[config.mk]
export PLATFORM = sky130hd
export DESIGN_NAME = rib_arbiter_flat
export DESIGN_NICKNAME = d
export VERILOG_FILES = /design/src/rtl/rib_arbiter_if.sv /design/src/rtl/rib_arbiter.sv /design/src/flat_wrapper.sv
export SDC_FILE = /design/constraint.sdc
export NUM_CORES = 1
export LEC_CHECK = 0
export ABC_AREA = 1
export BUFFER_PORTS_ARGS = -buffer_cell sky130_fd_sc_hd__buf_2
export CORE_ASPECT_RATIO = 1.4
export CORE_UTILIZATION = 42
export CTS_CLUSTER_DIAMETER = 40
export DETAILED_ROUTE_END_ITERATION = 12
export PLACE_DENSITY_LB_ADDON = 0.12
export SLEW_MARGIN = 5
export SYNTH_ARGS = -nofsm -noshare
export SYNTH_HDL_FRONTEND = slang
export SYNTH_SLANG_ARGS = --single-unit
[constraint.sdc]
create_clock -name clk -period 2.1 [get_ports clk]
set_input_delay 0.63 -clock clk [delete_from_list [all_inputs] [get_ports clk]]
set_output_delay 0.63 -clock clk [all_outputs]
set_load 0.01 [all_outputs]
[src/rtl/rib_arbiter_if.sv]
// Request/grant bundle between the rib masters and the bus arbiter.
// The arbiter connects through the slave modport, the requesters through the master modport.
interface rib_arbiter_if #(
    parameter int unsigned NUM_MASTERS = 4
);
    localparam int unsigned GW = (NUM_MASTERS > 1) ? $clog2(NUM_MASTERS) : 1;

    logic [NUM_MASTERS-1:0] req_i;
    logic [NUM_MASTERS-1:0] lock_i;
    logic [NUM_MASTERS-1:0] gnt_o;
    logic [GW-1:0]          gnt_idx_o;
    logic                   gnt_valid_o;
    logic                   hold_flag_o;
    logic                   timeout_o;

    modport master (
        output req_i, lock_i,
        input  gnt_o, gnt_idx_o, gnt_valid_o, hold_flag_o, timeout_o
    );

    modport slave (
        input  req_i, lock_i,
        output gnt_o, gnt_idx_o, gnt_valid_o, hold_flag_o, timeout_o
    );
endinterface

[src/rtl/rib_arbiter.sv]
// Round-robin rib bus arbiter with a fixed-priority master, locked ownership bounded by a
// watchdog, and a registered hold flag that stalls the core while a non-core master owns the bus.
module rib_arbiter #(
    parameter int unsigned           NUM_MASTERS = 4,
    parameter int unsigned           MAX_HOLD    = 16,
    parameter int unsigned           PRIO_MASTER = 3,
    parameter logic [NUM_MASTERS-1:0] CORE_MASK  = 4'b0011
) (
    input logic           clk,
    input logic           rst,
    rib_arbiter_if.slave  bus
);
    localparam int unsigned GW = (NUM_MASTERS > 1) ? $clog2(NUM_MASTERS) : 1;

    typedef enum logic [1:0] {StIdle, StGrant, StLocked} state_e;

    state_e                 state_q, state_d;
    logic [NUM_MASTERS-1:0] gnt_q, gnt_d;
    logic [GW-1:0]          idx_q, idx_d;
    logic [GW-1:0]          rr_ptr_q, rr_ptr_d;
    logic [7:0]             hold_cnt_q, hold_cnt_d;
    logic                   hold_flag_q, hold_flag_d;
    logic                   timeout_q, timeout_d;

    logic                   owner_locked;
    logic                   timeout_hit;
    logic [NUM_MASTERS-1:0] mask;
    logic [NUM_MASTERS-1:0] cand;
    logic                   arb_found;
    logic [GW-1:0]          arb_win;
    logic [GW-1:0]          scan;
    logic                   arb_en;

    // gnt_q is one-hot, so masking with it selects the owner's request and lock bits.
    assign owner_locked = |(bus.req_i & gnt_q) & |(bus.lock_i & gnt_q);
    assign timeout_hit  = (state_q == StLocked) && owner_locked &&
                          (hold_cnt_q >= 8'(MAX_HOLD));
    assign mask         = timeout_hit ? gnt_q : '0;
    assign cand         = bus.req_i & ~mask;

    always_comb begin
        arb_found = 1'b0;
        arb_win   = '0;
        scan      = '0;
        if (cand[PRIO_MASTER]) begin
            arb_found = 1'b1;
            arb_win   = GW'(PRIO_MASTER);
        end else begin
            for (int i = 0; i < NUM_MASTERS; i++) begin
                scan = GW'((32'(rr_ptr_q) + 32'(i)) % NUM_MASTERS);
                if (!arb_found && cand[scan]) begin
                    arb_found = 1'b1;
                    arb_win   = scan;
                end
            end
        end
    end

    always_comb begin
        state_d    = state_q;
        gnt_d      = gnt_q;
        idx_d      = idx_q;
        rr_ptr_d   = rr_ptr_q;
        hold_cnt_d = hold_cnt_q;
        timeout_d  = 1'b0;
        arb_en     = 1'b0;

        unique case (state_q)
            StIdle: arb_en = 1'b1;
            StGrant: begin
                if (owner_locked) begin
                    state_d    = StLocked;
                    hold_cnt_d = 8'd2;
                end else begin
                    arb_en = 1'b1;
                end
            end
            StLocked: begin
                if (timeout_hit) begin
                    arb_en    = 1'b1;
                    timeout_d = 1'b1;
                end else if (owner_locked) begin
                    if (hold_cnt_q < 8'(MAX_HOLD)) hold_cnt_d = hold_cnt_q + 8'd1;
                end else begin
                    arb_en = 1'b1;
                end
            end
            default: arb_en = 1'b1;
        endcase

        if (arb_en) begin
            if (arb_found) begin
                state_d    = StGrant;
                gnt_d      = '0;
                gnt_d[arb_win] = 1'b1;
                idx_d      = arb_win;
                rr_ptr_d   = GW'((32'(arb_win) + 32'd1) % NUM_MASTERS);
                hold_cnt_d = 8'd1;
            end else begin
                state_d    = StIdle;
                gnt_d      = '0;
                idx_d      = '0;
                hold_cnt_d = 8'd0;
            end
        end

        hold_flag_d = |(gnt_d & ~CORE_MASK);
    end

    always_ff @(posedge clk or posedge rst) begin
        if (rst) begin
            state_q     <= StIdle;
            gnt_q       <= '0;
            idx_q       <= '0;
            rr_ptr_q    <= '0;
            hold_cnt_q  <= '0;
            hold_flag_q <= 1'b0;
            timeout_q   <= 1'b0;
        end else begin
            state_q     <= state_d;
            gnt_q       <= gnt_d;
            idx_q       <= idx_d;
            rr_ptr_q    <= rr_ptr_d;
            hold_cnt_q  <= hold_cnt_d;
            hold_flag_q <= hold_flag_d;
            timeout_q   <= timeout_d;
        end
    end

    assign bus.gnt_o       = gnt_q;
    assign bus.gnt_idx_o   = idx_q;
    assign bus.gnt_valid_o = |gnt_q;
    assign bus.hold_flag_o = hold_flag_q;
    assign bus.timeout_o   = timeout_q;
endmodule

[src/flat_wrapper.sv]
// flat-port wrapper written by rule: the top's interface ports become plain ports
module rib_arbiter_flat 
#(
    parameter int unsigned           NUM_MASTERS = 4,
    parameter int unsigned           MAX_HOLD    = 16,
    parameter int unsigned           PRIO_MASTER = 3,
    parameter logic [NUM_MASTERS-1:0] CORE_MASK  = 4'b0011
)
  (clk, rst, bus_req_i, bus_lock_i, bus_gnt_o, bus_gnt_idx_o, bus_gnt_valid_o, bus_hold_flag_o, bus_timeout_o);
  rib_arbiter_if #(.NUM_MASTERS(NUM_MASTERS)) bus_i ();
  input logic clk;
  input logic rst;
  input wire logic [$bits(bus_i.req_i)-1:0] bus_req_i;
  input wire logic [$bits(bus_i.lock_i)-1:0] bus_lock_i;
  output wire logic [$bits(bus_i.gnt_o)-1:0] bus_gnt_o;
  output wire logic [$bits(bus_i.gnt_idx_o)-1:0] bus_gnt_idx_o;
  output wire logic [$bits(bus_i.gnt_valid_o)-1:0] bus_gnt_valid_o;
  output wire logic [$bits(bus_i.hold_flag_o)-1:0] bus_hold_flag_o;
  output wire logic [$bits(bus_i.timeout_o)-1:0] bus_timeout_o;
  assign bus_i.req_i = bus_req_i;
  assign bus_i.lock_i = bus_lock_i;
  assign bus_gnt_o = bus_i.gnt_o;
  assign bus_gnt_idx_o = bus_i.gnt_idx_o;
  assign bus_gnt_valid_o = bus_i.gnt_valid_o;
  assign bus_hold_flag_o = bus_i.hold_flag_o;
  assign bus_timeout_o = bus_i.timeout_o;
  rib_arbiter #(.NUM_MASTERS(NUM_MASTERS), .MAX_HOLD(MAX_HOLD), .PRIO_MASTER(PRIO_MASTER), .CORE_MASK(CORE_MASK)) u_core (.clk(clk), .rst(rst), .bus(bus_i));
endmodule
Yosys cells after proc, flatten, opt, wreduce, memory -nomap -nowiden. Index checks and enable logic that the tools add are counted.

Memory bits (writable): 0. Input bits: 10. Latch bits: 0. Register bits: 20. Word-level logic and storage cells: 94. Memory bits (read-only): 0. Memories: 0.

Order comparisons: 8. Shifts and indexed selects: 0. Muxes and demuxes: 43. Add/subtract/negate cells: 5. Equal/unequal tests: 6. Reductions and logical operators: 19. Bitwise logic cells: 5. Div/mod/pow operators: 0. Multiply operators: 0.

Operator list (count): $mux 8 (5); $mux 1 (19); $mux 2 (9); $pmux 8 s2 (1); $lt 2x3->1 const B (5); $and 4x4->4 (3); $mux 4 (3); $reduce_or 4->1 (3); $add 8x1->8 const B (1); $bmux 1 s2 (4); $ge 8x5->1 const B (1); $lt 8x5->1 const B (1); $logic_and 1x1->1 (6); $ne 3x1->1 const B (2); $reduce_and 5->1 (1); $add 2x1->2 const B (2); $add 2x2->2 const B (2); $not 4->4 (1); $reduce_and 2->1 (2); $reduce_bool 2->1 (2); $logic_not 1->1 (3); $ne 3x2->1 const B (1); $ne 3x3->1 const B (1); $reduce_bool 3->1 (1); other kinds (7) (7).

Logic depth before layout (Yosys ltp).
Depth after elaboration: 31. Mapped depth: 19.

Least setup slack after synthesis. OpenSTA, ideal clock, no wires.

Kind: input port to flip-flop. From: input bus_lock_i[1]. To: register u_core.hold_flag_q (netlist: u_core.bus.hold_flag_o). Stages on the path: 19. Data required time: 1984 ps. Path buffers: 0. Setup slack: -160 ps. Arrival: 2144 ps. Cells stage by stage: nand2_1 -> nand2_1 -> nor2_1 -> nor2_4 -> nand3_1 -> nand3_2 -> nand2_2 -> nand2_1 -> nand2_1 -> nor2_2 -> nand3_1 -> nand2_1 -> nor2_1 -> inv_1 -> ha_1 -> nand3_1 -> nand2_2 -> inv_2 -> nand2_1.

Cells in the longest elaborated chain, start to end: 31. Elaborated cells between the ends (all ways): 46.

RTL lines: start, declared (line flat_wrapper.sv:14) `input wire logic [$bits(bus_i.lock_i)-1:0] bus_lock_i;`; $and 4x4->4 (*) (line rib_arbiter.sv:35) `assign owner_locked = |(bus.req_i & gnt_q) & |(bus.lock_i & gnt_q);`; $reduce_or 4->1 (*) (line rib_arbiter.sv:35); $and 1x1->1 (*) (line rib_arbiter.sv:35); $logic_and 1x1->1 (2 in series) (line rib_arbiter.sv:36) `assign timeout_hit = (state_q == StLocked) && owner_locked &&`; $mux 4 (line rib_arbiter.sv:38) `assign mask = timeout_hit ? gnt_q : '0;`; $not 4->4 (line rib_arbiter.sv:39) `assign cand = bus.req_i & ~mask;`; $and 4x4->4 (line rib_arbiter.sv:39); $bmux 1 s2 (line rib_arbiter.sv:51) `if (!arb_found && cand[scan]) begin`; (+16 left out); $logic_and 1x1->1 (not written as such) (line rib_arbiter.sv:95) `gnt_d[arb_win] = 1'b1;`; $mux 1 (not written as such) (line rib_arbiter.sv:95); $demux 1 s2; $mux 4 (line rib_arbiter.sv:92) `if (arb_found) begin`; $mux 4 (*) (line rib_arbiter.sv:91) `if (arb_en) begin`; via u_core.gnt_d[3] (line rib_arbiter.sv:18) `logic [NUM_MASTERS-1:0] gnt_q, gnt_d;`; $reduce_or 2->1 (*) (line rib_arbiter.sv:107) `hold_flag_d = |(gnt_d & ~CORE_MASK);`; via u_core.hold_flag_d (line rib_arbiter.sv:22) `logic hold_flag_q, hold_flag_d;`; end signal, assigned (line rib_arbiter.sv:125) `hold_flag_q <= hold_flag_d;`; end, declared (line rib_arbiter.sv:22).

Mark *: on every way through the listed nets, which the timed path passes. The rest lies on a longest branch. The select of a mux whose other input is x is not followed. A chain may end at the register's enable or synchronous reset.

Final worst setup path.
From: register u_core.state_q[0]. To: register u_core.rr_ptr_q[1].

Cells in the longest elaborated chain, start to end: 23. Elaborated cells between the ends (all ways): 38.

RTL lines: start, declared (line rib_arbiter.sv:17) `state_e state_q, state_d;`; start signal, assigned (line rib_arbiter.sv:112) `state_q <= StIdle;`; start signal, assigned (line rib_arbiter.sv:120) `state_q <= state_d;`; $eq 2x2->1 (line rib_arbiter.sv:36, rib_arbiter.sv:68); $logic_and 1x1->1 (2 in series) (line rib_arbiter.sv:36); $mux 4 (line rib_arbiter.sv:38); $not 4->4 (line rib_arbiter.sv:39); $and 4x4->4 (line rib_arbiter.sv:39); $bmux 1 s2 (line rib_arbiter.sv:51); $mux 1 (not written as such) (line rib_arbiter.sv:51); $mux 1 (line rib_arbiter.sv:51); (+6 left out); $logic_and 1x1->1 (line rib_arbiter.sv:51); $mux 1 (line rib_arbiter.sv:51); $mux 1 (line rib_arbiter.sv:45) `if (cand[PRIO_MASTER]) begin`; $logic_not 1->1 (line rib_arbiter.sv:51); $logic_and 1x1->1 (line rib_arbiter.sv:51); $mux 2 or $mux 1 (tied branches) (line rib_arbiter.sv:51); $mux 2 or $mux 1 (tied branches) (line rib_arbiter.sv:45); $add 2x1->2 or $reduce_and 2->1 (tied branches); end signal, assigned (line rib_arbiter.sv:123) `rr_ptr_q <= rr_ptr_d;`; end, declared (line rib_arbiter.sv:20) `logic [GW-1:0] rr_ptr_q, rr_ptr_d;`.

Several ways; a longest one is shown, not always the timed one. The select of a mux whose other input is x is not followed.

==> impl_metrics.ini <==
[timing]
rsz0062_at_grt = true
skew_ns = 0.00376
maxSlewViolCount = 0
setup_ws_ns = -0.232
finalHoldViolations = 0
fin_crit_sh_pct = 111
fmax_mhz = 429
finalWorstPathRequiredPeriod_ns = 2.33
setup-tns-final_ns = -1.13
setup_violations = 12

[yosys]
synth.most_common_cell = nand2_1
synth_cell_types = 25
syn_inst = 165
synth_commonest_cells = nand2_1 (52), dfrtp_1 (20), nand3_1 (20)
netlist_area_mm2 = 0.00126
syn_avg_cell_area_um2 = 7.64
synth_area_leaders = dfrtp_1 (40%), nand2_1 (15%), ha_1 (7.9%)
yosysWarnings = 0
synth_top_area_share_pct = 39.7
async_flop_share_pct = 100
synth_seq_cells = 20
synth_edf_count = 0
yosys.area.top_type = dfrtp_1
synth_flop_cell = dfrtp_1
seq_area_frac_synth_pct = 39.7

[clock_network]
htreeDepth = 1
cts_buffers = 3
cts_root_buffer = clkbuf_8
cts_hold_buffers = 0
clk_latency_ns = 0.26
cts_tree = built
clkSinkCount = 20
clk_pin_slew_worst_paths_ns = 0.07
cts_max_path_buffers = 2

[global_routing]
antenna_found_initial = 0
globalRouteOverflowTotal = 0
grt_pass1_wl_um = 5580
grt_max_degree = 21
grt_pass1_vias = 1288
grt_usage_pct = 23.2

[floorplanning]
die_w_um = 48.3
io-pin-count = 19
chipHeight_um = 66.8
start_util_pct = 44.3
core-area_mm2 = 0.00285
die-area_mm2 = 0.00323
rows = 23

[worst_setup_path]
crit_arrival_ns = 2.48
slowest_stage = dfrtp_1
cp.depth = 16
worst_setup_path_end_kind = flip-flop
cp.required_ns = 2.24
worstPathCellList = inv_2 > ha_4 > a21boi_4 > buf_6 > nand3_4 > nand3_4 > nand2_4 > nand2_4 > a21oi_1 > a21oi_1 > nand2_2 > nor2_4 > inv_2 > ha_4 > nand2_1 > o21ai_1
cp_max_fo = 5
critPathLaunchType = flip-flop
cp.buffers_inverters = 3
crit_type = reg2reg
ff2ff_path_depth = 16
slowest_delay_ns = 0.39
cp_top_family = simple AND/OR/NAND/NOR gates

[drt]
vias = 1337
drt-met1-wl_um = 1360
drt_pass1_iterations = 4
routedWlPerCell_um = 13.7
drt_wl_total_um = 3690
drtAntennaViolNets = 0
avgViaCountPerCell = 4.97
drc = 0
drtIter0Drc = 17
wl_met2_um = 2160
highest_layer = met4
route.met3.wl_um = 54

[job]
cap_violations = 0

[min_path]
hold_class = in2async

[cells_and_area]
finalInstanceArea_mm2 = 0.00214
area_growth_pct = 69.5
drive_gt1_share_pct = 57.8
nFillCells = 193
nNetsFinal = 251
antennaDiodeCount = 0

[placed_design]
place_congestion = 0.800
dpl_cell_area_mm2 = 0.00167
dp_hpwl_um = 2390
portBuffers = 18

[power_and_ir_drop]
ir_drop_uv = 1110
power_leakage_nw = 1.06
p_total_mw = 3.41
power_density_mw_per_mm2 = 1590

[run_status]
violations = negative setup slack
status = finished, violations left
[sequential cells by signal, summed over array words and instances, names as in the netlist]
signal	flops
u_core.bus.timeout_o	1
u_core.bus.gnt_o	4
u_core.rr_ptr_q	2
u_core.state_q	2
u_core.bus.hold_flag_o	1
u_core.hold_cnt_q	8
u_core.bus.gnt_idx_o	2
[timing repair]
| item | in CTS | in global routing |
|---|---|---|
| pin swaps | 20 | 21 |
| resized for setup | 34 | 36 |
| hold endpoints to repair | 0 | 0 |
| endpoints found under the setup margin | 11 | 12 |
| setup buffers | 7 | 5 |
[metal layers]
layer,global-route usage [%],up-vias
li1,-,656
met1,23.6,645
met2,46.3,25
met3,0.685,11
met4,15.1,0
met5,0,-
[layout make-up]
| type | count | area (um2) | share of cell area (%) |
|---|---|---|---|
| clock buffer | 4 | 55.1 | 2.57 |
| inverter | 18 | 70.1 | 3.28 |
| multi-input combinational | 127 | 1020 | 47.9 |
| sequential | 20 | 502 | 23.5 |
| tap | 37 | 46.3 | 2.17 |
| timing repair buffer | 63 | 442 | 20.7 |
[cell usage in the layout, fill, tap and decap left out, types with 4 or more instances in the layout]
cell | Yosys | final
clkbuf_8 | 0 | 4
buf_2 | 1 | 17
inv_2 | 3 | 5
nand2_4 | 0 | 7
nand2_1 | 52 | 36
dfrtp_1 | 20 | 19
nand3_4 | 0 | 11
buf_4 | 0 | 43
nand3_1 | 20 | 4
inv_1 | 15 | 12
nor2_1 | 10 | 7
nand3_2 | 6 | 11
nand2_2 | 5 | 14
[cell families after synthesis]
group | Yosys count | share of synthesized area (%)
simple gates | 99 | 37.2
fa+ha+maj | 8 | 7.94
flops | 20 | 39.7
compound gates | 13 | 6.05
other cells | 1 | 0.297
xor+xnor | 4 | 2.78
buf+inv | 20 | 6.05
[power by group]
group / internal, mW / leakage [nW] / switching (mW) / total [mW]
registers: 0.516 / 0.248 / 0.149 / 0.665
logic: 1.13 / 0.782 / 1.32 / 2.45
clock network: 0.167 / 0.0288 / 0.124 / 0.291
total: 1.81 / 1.06 / 1.60 / 3.41
[per-stage QoR]
step,setup WS (ns),utilization [%],std cells,hold WS [ns]
6_report,-0.232,75.1,269,0.381
5_1_grt,-0.359,75.1,269,0.397
4_1_cts,-0.150,67.9,264,0.389
3_5_place_dp,-0.442,58.6,253,0.468
3_3_place_gp,-0.357,58.6,253,0.458
2_1_floorplan,-0.0666,-,167,0.486
[path summary, 6_finish.rpt]
path | slack [ns] | to | startpoint
worst max-delay path | -0.23 | u_core.rr_ptr_q[1]$_DFFE_PP0P_ | u_core.state_q[0]$_DFFE_PP0P_
worst min-delay path | 0.38 | u_core.hold_cnt_q[6]$_DFFE_PP0P_ | rst
worst max register to register | -0.23 | u_core.rr_ptr_q[1]$_DFFE_PP0P_ | u_core.state_q[0]$_DFFE_PP0P_
worst min register to register | 0.48 | u_core.bus.gnt_idx_o[0]$_DFFE_PP0N_ | u_core.bus.gnt_idx_o[0]$_DFFE_PP0N_
max in group asynchronous | 1.49 | u_core.bus.gnt_o[3]$_DFF_PP0_ | rst
min in group clk | 0.48 | u_core.bus.gnt_idx_o[0]$_DFFE_PP0N_ | u_core.bus.gnt_idx_o[0]$_DFFE_PP0N_
[tightest hold or removal path, delay by kind of cell]
family | cells | cell delay, ns
buf+inv | 3 | 0.39
Note: power is estimated with default switching activity, not from simulation.
